**src/rtl/ahb_uart_loader_pkg.sv**
```systemverilog
// Shared constants and types for the UART-to-AHB program loader.
// Latency: n/a (declarations only).
// Backpressure: n/a.
package ahb_uart_loader_pkg;

  // AHB-Lite encodings used by the loader
  localparam logic [1:0] HTRANS_IDLE     = 2'b00;
  localparam logic [1:0] HTRANS_NONSEQ   = 2'b10;
  localparam logic [2:0] HSIZE_WORD      = 3'b010;
  localparam logic [2:0] HBURST_SINGLE   = 3'b000;
  localparam logic [3:0] HPROT_DATA_PRIV = 4'b0011;

  // Frame start marker
  localparam logic [7:0] LOADER_HDR = 8'hA5;

  // Frame FSM states
  localparam logic [2:0] F_HDR  = 3'd0;
  localparam logic [2:0] F_LEN0 = 3'd1;
  localparam logic [2:0] F_LEN1 = 3'd2;
  localparam logic [2:0] F_DATA = 3'd3;
  localparam logic [2:0] F_CSUM = 3'd4;
  localparam logic [2:0] F_FIN  = 3'd5;

  // AHB master FSM states
  localparam logic [1:0] A_IDLE = 2'd0;
  localparam logic [1:0] A_ADDR = 2'd1;
  localparam logic [1:0] A_DATA = 2'd2;

  // UART receiver states
  localparam logic [1:0] R_IDLE  = 2'd0;
  localparam logic [1:0] R_START = 2'd1;
  localparam logic [1:0] R_DATA  = 2'd2;
  localparam logic [1:0] R_STOP  = 2'd3;

  // One pending write: byte address plus word
  typedef struct packed {
    logic [31:0] addr;
    logic [31:0] data;
  } wbuf_t;

  // Byte address of word number idx relative to base
  function automatic logic [31:0] word_addr(input logic [31:0] base, input logic [15:0] idx);
    return base + {14'b0, idx, 2'b00};
  endfunction

endpackage

```
**src/rtl/ahb_uart_loader_if.sv**
```systemverilog
// AHB-Lite write-master signal bundle between loader and slave mux.
// Latency: n/a (wires only).
// Backpressure: slave stretches either phase by holding HREADY low.
interface ahb_uart_loader_if;
  logic [31:0] HADDR;
  logic [1:0]  HTRANS;
  logic        HWRITE;
  logic [2:0]  HSIZE;
  logic [2:0]  HBURST;
  logic [3:0]  HPROT;
  logic [31:0] HWDATA;
  logic        HREADY;

  modport master (
    output HADDR, HTRANS, HWRITE, HSIZE, HBURST, HPROT, HWDATA,
    input  HREADY
  );

  modport slave (
    input  HADDR, HTRANS, HWRITE, HSIZE, HBURST, HPROT, HWDATA,
    output HREADY
  );
endinterface

```
**src/rtl/ahb_uart_loader_uart_rx_byte.sv**
```systemverilog
// 8N1 UART byte receiver with 2-flop input synchroniser.
// Latency: rx_valid/rx_ferr pulse one cycle after the mid stop-bit sample.
// Backpressure: none; every byte is presented once and must be consumed.
module uart_rx_byte
  import ahb_uart_loader_pkg::*;
#(
  parameter int CLKS_PER_BIT = 434
) (
  input  logic       HCLK,
  input  logic       HRESETn,
  input  logic       RXD,
  output logic [7:0] rx_data,
  output logic       rx_valid,
  output logic       rx_ferr
);

  localparam int             CW      = $clog2(CLKS_PER_BIT) + 1;
  localparam logic [CW-1:0]  HALF_M1 = CW'(CLKS_PER_BIT / 2 - 1);
  localparam logic [CW-1:0]  FULL_M1 = CW'(CLKS_PER_BIT - 1);

  logic          rxd_meta_q, rxd_sync_q, rxd_prev_q;
  logic [1:0]    state_q, state_d;
  logic [CW-1:0] cnt_q, cnt_d;
  logic [2:0]    bit_q, bit_d;
  logic [7:0]    shift_q, shift_d;
  logic          valid_q, valid_d;
  logic          ferr_q, ferr_d;

  // Synchroniser plus one delayed copy for falling-edge detection; idle line is high
  always_ff @(posedge HCLK or negedge HRESETn) begin
    if (!HRESETn) begin
      rxd_meta_q <= 1'b1;
      rxd_sync_q <= 1'b1;
      rxd_prev_q <= 1'b1;
    end else begin
      rxd_meta_q <= RXD;
      rxd_sync_q <= rxd_meta_q;
      rxd_prev_q <= rxd_sync_q;
    end
  end

  // Bit timing: confirm start at half a bit, then sample every full bit at mid-bit
  always_comb begin
    state_d = state_q;
    cnt_d   = cnt_q;
    bit_d   = bit_q;
    shift_d = shift_q;
    valid_d = 1'b0;
    ferr_d  = 1'b0;
    case (state_q)
      R_IDLE: begin
        if (rxd_prev_q && !rxd_sync_q) begin
          state_d = R_START;
          cnt_d   = '0;
        end
      end
      R_START: begin
        if (cnt_q == HALF_M1) begin
          cnt_d   = '0;
          bit_d   = '0;
          // a glitch that is high again at mid-start is not a start bit
          state_d = rxd_sync_q ? R_IDLE : R_DATA;
        end else begin
          cnt_d = cnt_q + 1'b1;
        end
      end
      R_DATA: begin
        if (cnt_q == FULL_M1) begin
          cnt_d   = '0;
          shift_d = {rxd_sync_q, shift_q[7:1]};
          bit_d   = bit_q + 3'd1;
          if (bit_q == 3'd7) state_d = R_STOP;
        end else begin
          cnt_d = cnt_q + 1'b1;
        end
      end
      R_STOP: begin
        if (cnt_q == FULL_M1) begin
          cnt_d   = '0;
          state_d = R_IDLE;
          if (rxd_sync_q) valid_d = 1'b1;
          else            ferr_d  = 1'b1;
        end else begin
          cnt_d = cnt_q + 1'b1;
        end
      end
      default: state_d = R_IDLE;
    endcase
  end

  // Receiver state registers
  always_ff @(posedge HCLK or negedge HRESETn) begin
    if (!HRESETn) begin
      state_q <= R_IDLE;
      cnt_q   <= '0;
      bit_q   <= '0;
      shift_q <= '0;
      valid_q <= 1'b0;
      ferr_q  <= 1'b0;
    end else begin
      state_q <= state_d;
      cnt_q   <= cnt_d;
      bit_q   <= bit_d;
      shift_q <= shift_d;
      valid_q <= valid_d;
      ferr_q  <= ferr_d;
    end
  end

  assign rx_data  = shift_q;
  assign rx_valid = valid_q;
  assign rx_ferr  = ferr_q;

endmodule

```
**src/rtl/ahb_uart_loader.sv**
```systemverilog
// UART framed-image loader writing words into code memory as an AHB-Lite master.
// Latency: NONSEQ two cycles after the 4th byte of a word; 3+ cycles per write.
// Backpressure: HREADY stalls either phase; a word arriving while the buffer is full is an overrun error.
module ahb_uart_loader
  import ahb_uart_loader_pkg::*;
#(
  parameter int          CLKS_PER_BIT = 434,
  parameter logic [31:0] BASE_ADDR    = 32'h0000_0000,
  parameter int          MAX_WORDS    = 4096
) (
  input  logic              HCLK,
  input  logic              HRESETn,
  input  logic              RXD,
  ahb_uart_loader_if.master ahb,
  output logic              LOADING,
  output logic              DONE,
  output logic              ERR
);

  localparam logic [16:0] MAX_W = 17'(MAX_WORDS);

  logic [7:0]  rx_data;
  logic        rx_valid, rx_ferr;

  // frame FSM state
  logic [2:0]  fst_q, fst_d;
  logic [7:0]  nlo_q, nlo_d;
  logic [15:0] nwords_q, nwords_d;
  logic [7:0]  xor_q, xor_d;
  logic [15:0] widx_q, widx_d;
  logic [1:0]  bidx_q, bidx_d;
  logic [31:0] wsr_q, wsr_d;
  logic        err_q, err_d;
  logic        done_q, done_d;
  logic        loading_q, loading_d;
  logic        buf_load;
  logic [31:0] word_full;
  logic [15:0] len_now;

  // write buffer and AHB FSM state
  logic        buf_full_q, buf_full_d;
  wbuf_t       buf_q, buf_d;
  logic [1:0]  ast_q, ast_d;
  logic [31:0] haddr_q, haddr_d;
  logic [1:0]  htrans_q, htrans_d;
  logic        hwrite_q, hwrite_d;
  logic [31:0] hwdata_q, hwdata_d;

  uart_rx_byte #(.CLKS_PER_BIT(CLKS_PER_BIT)) u_rx (
    .HCLK     (HCLK),
    .HRESETn  (HRESETn),
    .RXD      (RXD),
    .rx_data  (rx_data),
    .rx_valid (rx_valid),
    .rx_ferr  (rx_ferr)
  );

  assign word_full = {rx_data, wsr_q[31:8]};
  assign len_now   = {rx_data, nlo_q};

  // Frame parser: header, length, little-endian words, XOR checksum, then completion handshake
  always_comb begin
    fst_d     = fst_q;
    nlo_d     = nlo_q;
    nwords_d  = nwords_q;
    xor_d     = xor_q;
    widx_d    = widx_q;
    bidx_d    = bidx_q;
    wsr_d     = wsr_q;
    err_d     = err_q;
    done_d    = done_q;
    loading_d = loading_q;
    buf_load  = 1'b0;
    if (fst_q == F_FIN) begin
      // serial input is ignored once the image is accepted
      if (!done_q && ast_q == A_IDLE && !buf_full_q) begin
        done_d    = 1'b1;
        loading_d = 1'b0;
      end
    end else if (rx_ferr) begin
      err_d = 1'b1;
      fst_d = F_HDR;
    end else if (rx_valid) begin
      case (fst_q)
        F_HDR: begin
          if (rx_data == LOADER_HDR) begin
            err_d = 1'b0;
            xor_d = 8'h00;
            fst_d = F_LEN0;
          end
        end
        F_LEN0: begin
          nlo_d = rx_data;
          xor_d = xor_q ^ rx_data;
          fst_d = F_LEN1;
        end
        F_LEN1: begin
          xor_d    = xor_q ^ rx_data;
          nwords_d = len_now;
          widx_d   = '0;
          bidx_d   = '0;
          if ({1'b0, len_now} > MAX_W) begin
            err_d = 1'b1;
            fst_d = F_HDR;
          end else if (len_now == 16'd0) begin
            fst_d = F_CSUM;
          end else begin
            fst_d = F_DATA;
          end
        end
        F_DATA: begin
          xor_d  = xor_q ^ rx_data;
          wsr_d  = word_full;
          bidx_d = bidx_q + 2'd1;
          if (bidx_q == 2'd3) begin
            if (buf_full_q) begin
              // previous word still in flight: drop this one and abort the frame
              err_d = 1'b1;
              fst_d = F_HDR;
            end else begin
              buf_load = 1'b1;
              widx_d   = widx_q + 16'd1;
              if (widx_q + 16'd1 == nwords_q) fst_d = F_CSUM;
            end
          end
        end
        F_CSUM: begin
          if (rx_data == xor_q) begin
            fst_d = F_FIN;
          end else begin
            err_d = 1'b1;
            fst_d = F_HDR;
          end
        end
        default: fst_d = F_HDR;
      endcase
    end
  end

  // Single-word buffer and two-phase AHB write sequencer
  always_comb begin
    ast_d      = ast_q;
    haddr_d    = haddr_q;
    htrans_d   = htrans_q;
    hwrite_d   = hwrite_q;
    hwdata_d   = hwdata_q;
    buf_full_d = buf_full_q;
    buf_d      = buf_q;
    case (ast_q)
      A_IDLE: begin
        if (buf_full_q) begin
          ast_d    = A_ADDR;
          haddr_d  = buf_q.addr;
          htrans_d = HTRANS_NONSEQ;
          hwrite_d = 1'b1;
        end
      end
      A_ADDR: begin
        if (ahb.HREADY) begin
          ast_d    = A_DATA;
          hwdata_d = buf_q.data;
          htrans_d = HTRANS_IDLE;
          hwrite_d = 1'b0;
        end
      end
      A_DATA: begin
        if (ahb.HREADY) begin
          ast_d      = A_IDLE;
          buf_full_d = 1'b0;
        end
      end
      default: ast_d = A_IDLE;
    endcase
    // load and free are mutually exclusive: load needs the buffer empty
    if (buf_load) begin
      buf_full_d = 1'b1;
      buf_d.addr = word_addr(BASE_ADDR, widx_q);
      buf_d.data = word_full;
    end
  end

  // Frame, buffer and bus registers; reset abandons any partial transfer
  always_ff @(posedge HCLK or negedge HRESETn) begin
    if (!HRESETn) begin
      fst_q      <= F_HDR;
      nlo_q      <= '0;
      nwords_q   <= '0;
      xor_q      <= '0;
      widx_q     <= '0;
      bidx_q     <= '0;
      wsr_q      <= '0;
      err_q      <= 1'b0;
      done_q     <= 1'b0;
      loading_q  <= 1'b1;
      buf_full_q <= 1'b0;
      buf_q      <= '0;
      ast_q      <= A_IDLE;
      haddr_q    <= BASE_ADDR;
      htrans_q   <= HTRANS_IDLE;
      hwrite_q   <= 1'b0;
      hwdata_q   <= '0;
    end else begin
      fst_q      <= fst_d;
      nlo_q      <= nlo_d;
      nwords_q   <= nwords_d;
      xor_q      <= xor_d;
      widx_q     <= widx_d;
      bidx_q     <= bidx_d;
      wsr_q      <= wsr_d;
      err_q      <= err_d;
      done_q     <= done_d;
      loading_q  <= loading_d;
      buf_full_q <= buf_full_d;
      buf_q      <= buf_d;
      ast_q      <= ast_d;
      haddr_q    <= haddr_d;
      htrans_q   <= htrans_d;
      hwrite_q   <= hwrite_d;
      hwdata_q   <= hwdata_d;
    end
  end

  assign ahb.HADDR  = haddr_q;
  assign ahb.HTRANS = htrans_q;
  assign ahb.HWRITE = hwrite_q;
  assign ahb.HSIZE  = HSIZE_WORD;
  assign ahb.HBURST = HBURST_SINGLE;
  assign ahb.HPROT  = HPROT_DATA_PRIV;
  assign ahb.HWDATA = hwdata_q;
  assign LOADING    = loading_q;
  assign DONE       = done_q;
  assign ERR        = err_q;

endmodule

```
**src/flat_wrapper.sv**
```systemverilog
// flat-port wrapper written by rule: the top's interface ports become plain ports
module ahb_uart_loader_flat import ahb_uart_loader_pkg::*;
#(
  parameter int          CLKS_PER_BIT = 434,
  parameter logic [31:0] BASE_ADDR    = 32'h0000_0000,
  parameter int          MAX_WORDS    = 4096
)
  (HCLK, HRESETn, RXD, LOADING, DONE, ERR, ahb_HADDR, ahb_HTRANS, ahb_HWRITE, ahb_HSIZE, ahb_HBURST, ahb_HPROT, ahb_HWDATA, ahb_HREADY);
  ahb_uart_loader_if ahb_i ();
  input  logic HCLK;
  input  logic HRESETn;
  input  logic RXD;
  output logic LOADING;
  output logic DONE;
  output logic ERR;
  output wire logic [$bits(ahb_i.HADDR)-1:0] ahb_HADDR;
  output wire logic [$bits(ahb_i.HTRANS)-1:0] ahb_HTRANS;
  output wire logic [$bits(ahb_i.HWRITE)-1:0] ahb_HWRITE;
  output wire logic [$bits(ahb_i.HSIZE)-1:0] ahb_HSIZE;
  output wire logic [$bits(ahb_i.HBURST)-1:0] ahb_HBURST;
  output wire logic [$bits(ahb_i.HPROT)-1:0] ahb_HPROT;
  output wire logic [$bits(ahb_i.HWDATA)-1:0] ahb_HWDATA;
  input wire logic [$bits(ahb_i.HREADY)-1:0] ahb_HREADY;
  assign ahb_HADDR = ahb_i.HADDR;
  assign ahb_HTRANS = ahb_i.HTRANS;
  assign ahb_HWRITE = ahb_i.HWRITE;
  assign ahb_HSIZE = ahb_i.HSIZE;
  assign ahb_HBURST = ahb_i.HBURST;
  assign ahb_HPROT = ahb_i.HPROT;
  assign ahb_HWDATA = ahb_i.HWDATA;
  assign ahb_i.HREADY = ahb_HREADY;
  ahb_uart_loader #(.CLKS_PER_BIT(CLKS_PER_BIT), .BASE_ADDR(BASE_ADDR), .MAX_WORDS(MAX_WORDS)) u_core (.HCLK(HCLK), .HRESETn(HRESETn), .RXD(RXD), .ahb(ahb_i), .LOADING(LOADING), .DONE(DONE), .ERR(ERR));
endmodule
```
**config.mk**
```make
export PLATFORM = sky130hd
export DESIGN_NAME = ahb_uart_loader_flat
export DESIGN_NICKNAME = d
export VERILOG_FILES = /design/src/rtl/ahb_uart_loader_pkg.sv /design/src/rtl/ahb_uart_loader_if.sv /design/src/rtl/ahb_uart_loader_uart_rx_byte.sv /design/src/rtl/ahb_uart_loader.sv /design/src/flat_wrapper.sv
export SDC_FILE = /design/constraint.sdc
export NUM_CORES = 1
export LEC_CHECK = 0
export BUFFER_PORTS_ARGS = -buffer_cell sky130_fd_sc_hd__buf_2
export CORE_UTILIZATION = 60
export CTS_CLUSTER_DIAMETER = 100
export DETAILED_ROUTE_END_ITERATION = 8
export PLACE_DENSITY_LB_ADDON = 0.25
export SLEW_MARGIN = 10
export SYNTH_ARGS = -nofsm -noshare
export SYNTH_HDL_FRONTEND = slang
export SYNTH_HIERARCHICAL = 1
export SYNTH_SLANG_ARGS = --single-unit
```
**constraint.sdc**
```tcl
create_clock -name HCLK -period 3 [get_ports HCLK]
set_input_delay 0.15 -clock HCLK [delete_from_list [all_inputs] [get_ports HCLK]]
set_output_delay 0.15 -clock HCLK [all_outputs]
set_load 0.05 [all_outputs]
```
# After elaboration in Yosys (flattened, before gate mapping)
# Cells that the tools add are included.
# op_classes
add_sub_neg,4
n_lt_le_gt_ge,1
eq_ne,34
mux,60
bitwise_logic,3
n_reduce_logical,37
# ops
cell,count
3-bit 2-to-1 mux,11
16-bit 2-to-1 mux,2
16-bit one-hot mux with 2 select lines,1
10-bit 2-to-1 mux,3
10-bit one-hot mux with 3 select lines,1
1-bit 2-to-1 mux,22
2-bit 2-to-1 mux,10
16-bit by 1-bit adder with 16-bit output (second input constant),1
16-bit == test,1
16-bit by 13-bit > comparator with 1-bit output (second input constant),1
16-bit logical NOT,1
2-bit inequality test (second input constant),8
8-bit one-hot mux with 2 select lines,1
4-bit AND reduction,4
3-bit one-hot mux with 5 select lines,1
5-bit AND reduction,3
2-bit nonzero test,7
3-bit by 2-bit inequality test with 1-bit output (second input constant),4
10-bit by 1-bit adder with 10-bit output (second input constant),1
10-bit by 8-bit == test with 1-bit output (second input constant),1
10-bit by 9-bit == test with 1-bit output (second input constant),1
2-bit AND reduction,5
3-bit == test (second input constant),3
3-bit AND reduction,3
other kinds (29),43
# totals
regBits,218
inputBits,4
out_inout_bits,80
word_cells,166

# Logic depth before layout (Yosys ltp)
# depth
word_depth,8
ltp_mapped,9

# Hierarchy
# Netlist, hierarchy kept.
# by_module_without_submodules
mod,instances,cells_per_inst,area_per_inst_um2,seq_area_each_um2
ahb_uart_loader,1,652,8136.6,4505.6
uart_rx_byte,1,124,1428.9,704.4

# Least setup slack after synthesis
# OpenSTA, ideal clock, no wires.
# synth_path
path_kind,register -> register
startpoint,"register u_core.u_rx.shift_q[3], in the netlist u_core/u_rx/rx_data[3]"
endpoint,register u_core.fst_q[0]
arrival_ns,2.199
required_time_ns,2.875
slack_ns,0.676
path_stages_with_launch,9
path_buffers,1
period_less_slack_ns,2.324
cell_sequence,dfrtp_1 > buf_2 > nand4bb_1 > o41ai_4 > o21bai_4 > nor4b_2 > nand4_1 > o31ai_4 > mux2_4
# synth_via
elab_chain_cells,6
# synth_lines
item,line_no,source
start: declaration,ahb_uart_loader_uart_rx_byte.sv:25,"logic [7:0] shift_q, shift_d;"
start signal: assignment,ahb_uart_loader_uart_rx_byte.sv:104,shift_q <= shift_d;
"parallel branches: the longest is 6 deep, another holds 16-bit by 13-bit > comparator with 1-bit output",-,
end signal: assignment,ahb_uart_loader.sv:203,fst_q <= fst_d;
end: declaration,ahb_uart_loader.sv:26,"logic [2:0] fst_q, fst_d;"
# Several ways; the timed one is not identified. The select of a mux whose other input is x is not followed.
# A chain may end at the register's enable or synchronous reset.

# Worst setup path after layout
# layout_path
startpoint,register u_core.widx_q[3]
endpoint,register u_core.fst_q[0]
# layout_via
elab_chain_cells,4
# layout_lines
item,line_no,source
start: declaration,ahb_uart_loader.sv:30,"logic [15:0] widx_q, widx_d;"
start signal: assignment,ahb_uart_loader.sv:207,widx_q <= widx_d;
16-bit by 1-bit adder with 16-bit output,ahb_uart_loader.sv:123,if (widx_q + 16'd1 == nwords_q) fst_d = F_CSUM;
16-bit == test,ahb_uart_loader.sv:123,
4-bit by 2-bit inequality test with 1-bit output (no source line),-,
5-bit AND reduction (no source line),-,
# No other way between the ends.

==> parameters.txt <==
Parameter                              Value

CTS
  CTS hold repair buffers    3
  Setup Buffers After CTS    0
  Root Buffer Master    clkbuf_16
  CTS H-tree lvls    1
  CTS tree    done
  Clk slew on worst S/H paths    roughly 60 ps
  Resize count post-CTS    0
  Count of clock tree sinks    208
  Latest clock arrival within the worst-skew pair    ~500 ps
  TritonCTS Buffers    21
  Buffer levels on the longest clock path    3

Timing
  Clock period minus worst slack    2530 ps
  Final cycle utilization of the critical path    0.843
  Max_slew headroom    0.420
  Final count of negative-setup-slack endpoints    0
  Slew at the pin with the worst max-slew slack    870 ps
  Sum of negative setup slack    0 ps
  Max-slew violation count    0
  Worst clock skew    10.5 ps
  Highest clock frequency the design can meet    ~400 MHz
  Final hold viol count    0
  Hold WS    ~270 ps
  Unrepaired setup endpoints after global routing    false

Final layout
  Utilization after layout    0.694
  Number of diodes added for antenna fixing    0
  Final nets    around 840
  Share of layout cells above drive strength 1    0.348
  Area delta synth->final    11.5%
  Filler instances    1111

Critical path
  Crit path launch type    flop
  Kind of capture point of the worst setup path    flop
  Crit Path Max Fanout    9
  Required @ worst endpoint    ~3400 ps
  Crit Path Category    flop to flop
  CP Data Arrival Time    just under 3000 ps
  R2R setup slack    470 ps

Routing
  Total wire length    about 19000 µm
  Vias    ~6000
  Number of vias per cell after detailed routing    5.83
  TritonRoute pass-1 iters    5
  Number of nets with antenna violations after detailed routing    0
  Number of remaining DRC errors    0
  Wire per inst    roughly 18 µm
  Violation count after the first detailed-routing iteration    322

Placed design
  Routability cong.    roughly 0.95
  Number of buffers added on ports    56
  Estimated wirelength of the detail-placed design    approximately 13000 µm

Synthesis
  Number of enable flip-flop cells after synthesis    0
  Synth Area per Inst    approximately 12 µm²
  Netlist area before placement    0.00957 mm²
  Warnings from Yosys    6
  Fraction of registers with async set or reset after synthesis    1.00
  Number of distinct library cells after synthesis    slightly above 70
  Gate count of the mapped netlist    a little under 800
  Sequential-to-total area share from yosys stat    0.545
  Synth Flop Type    dfrtp_1
  Yosys reg bits    around 210

Pwr
  Reported leakage power    between 5 and 6 nW
  Switching part of the total power    0.233
  Clk network pwr share    0.449
  Logic gate share of total power    0.057
  Internal power consumption    4.47 mW
  Share of power burned in registers    0.494
  Power per cell area    546 mW/mm²
  Worst ir drop on vdd    roughly 0.50 mV
  NetSw    ~1.4 mW

Global route
  GRT Util Overall    0.245
  Largest net degree at the start of global routing    slightly below 90
  Number of antenna violations at the first check in global routing    0
  Congestion Overflow GR    0
  Wire length of the first global-routing pass    31800 µm
  Number of global-route vias before repair    just over 6000

Die
  Number of rows created at floorplan    45
  I/O pins    84
  Core area    around 0.015 mm²
  Floorplan die width    about 130 µm
  Initial Utilization    0.622
  Total die area    approximately 0.016 mm²
  Die Ht    approximately 130 µm

Status
  Outcome    finished, final reports clean

Run
  Max Cap Violations    0

Hold path
  Kind of path behind the tightest hold check    input port to async pin
metrics by stage:
stage                     std cells  cell area, µm²  total power, mW  setup slack, ps
after floorplan                 801            9660             3.19              676
after global placement         1018            9950             3.24              494
after detailed placement       1018            9950             3.26              477
after CTS                      1059           10700             5.88              467
after global routing           1059           10700             6.03              273
final                          1059           10700             5.83              471
metal layers:
metal	vias up	wire [µm]	track usage
met5	-	0	0
met4	0	280	0.0637
met3	27	1020	0.0330
met2	207	9110	0.397
met1	3123	8810	0.350
li1	2820	-	-
power by group through the flow:
stage / clock, mW / combinational (mW) / sequential, mW
after global routing: 2.78 / 0.369 / 2.89
after CTS: 2.66 / 0.335 / 2.88
after global placement: 0 / 0.316 / 2.93
after floorplan: 0 / 0.279 / 2.91
after detailed placement: 0 / 0.327 / 2.93
final: 2.62 / 0.333 / 2.88
logic make-up after synthesis:
| logic type | synth area share |
|---|---|
| flip-flops | 0.545 |
| AND/OR/NAND/NOR | 0.105 |
| multiplexers | 0.184 |
| AO/OA/AOI/OAI | 0.0806 |
| buffers and inverters | 0.0471 |
| XOR/XNOR | 0.0293 |
| adder cells (fa/ha/maj) | 0.00916 |
| other | 0.000785 |
cells in the mapped netlist, types with 8 or more instances:
master    instances  area share
a21oi_1           8      0.0042
a31oi_1           8      0.0052
buf_2            17      0.0089
buf_4            29       0.023
clkbuf_1         15      0.0059
dfrtp_1         204        0.53
inv_1             8      0.0031
mux2_2          154        0.18
nand2_1          60       0.024
nand3_1          21       0.011
nand4_1           8      0.0052
nor2_1           32       0.013
nor3_1           12      0.0063
o21ai_0          50       0.026
xnor2_1          22       0.020
xor2_1           10      0.0092
path summary, 6_finish.rpt:
kind                                                to  cells past startpoint                    from
worst max-delay path                   u_core/fst_q[0]                      7        u_core/widx_q[3]
worst min-delay path             u_core/ahb.HWDATA[12]                      2                 HRESETn
worst max register to register         u_core/fst_q[0]                      7        u_core/widx_q[3]
worst min register to register  u_core/u_rx/rxd_sync_q                      0  u_core/u_rx/rxd_meta_q
max in group asynchronous               u_core/LOADING                      3                 HRESETn
min in group HCLK               u_core/u_rx/rxd_meta_q                      2                     RXD
layout by cell type (no fill, tap or decap), types with 3 or more instances in the layout:
cell,n
dfrtp_1,204
mux2_2,154
nand2_1,60
buf_2,55
o21ai_0,50
nor2_1,31
conb_1,27
xnor2_1,22
clkbuf_16,21
nand3_1,21
buf_4,17
nor3_1,12
xor2_1,10
a21oi_1,8
a31oi_1,8
inv_1,8
nand4_1,8
nand2b_1,7
ha_1,7
a22o_1,6
nor2b_1,6
clkinv_2,5
nor4_1,5
clkbuf_8,4
clkbuf_1,4
dfstp_2,4
o211ai_1,4
a21o_1,4
dlygate4sd3_1,3
o31ai_1,3
o21a_1,3
nand3b_1,3
o31a_1,3
o21ai_1,3
a31o_2,3
registers in the layout, indices dropped and copies added, names as in the netlist, 10 cells and up, named ones only:
register and flops:
u_core/u_rx/cnt_q 10, u_core/nwords_q 16, u_core/ahb.HWDATA 32, u_core/ahb.HADDR 16, u_core/buf_q 48, u_core/widx_q 16
u_core/wsr_q 24
worst max-delay path, cell delays in order, from the launching register on:
cell     delay (ps)
dfrtp_1         510
nand2_1         270
nor3_2          420
a31oi_1         170
nor4b_2         230
nand4_1         170
o31ai_4         340
mux2_4          320
cell type report:
| type | count | area [µm²] | area share |
|---|---|---|---|
| Clock buffer | 28 | 582 | 0.0545 |
| Clock inverter | 10 | 110 | 0.0103 |
| Inverter | 8 | 30.0 | 0.00281 |
| Multi-Input combinational cell | 517 | 4010 | 0.376 |
| Sequential cell | 208 | 5210 | 0.488 |
| Tap cell | 211 | 264 | 0.0247 |
| Timing Repair Buffer | 77 | 467 | 0.0437 |
No activity file was read; power rests on OpenSTA's default activity.
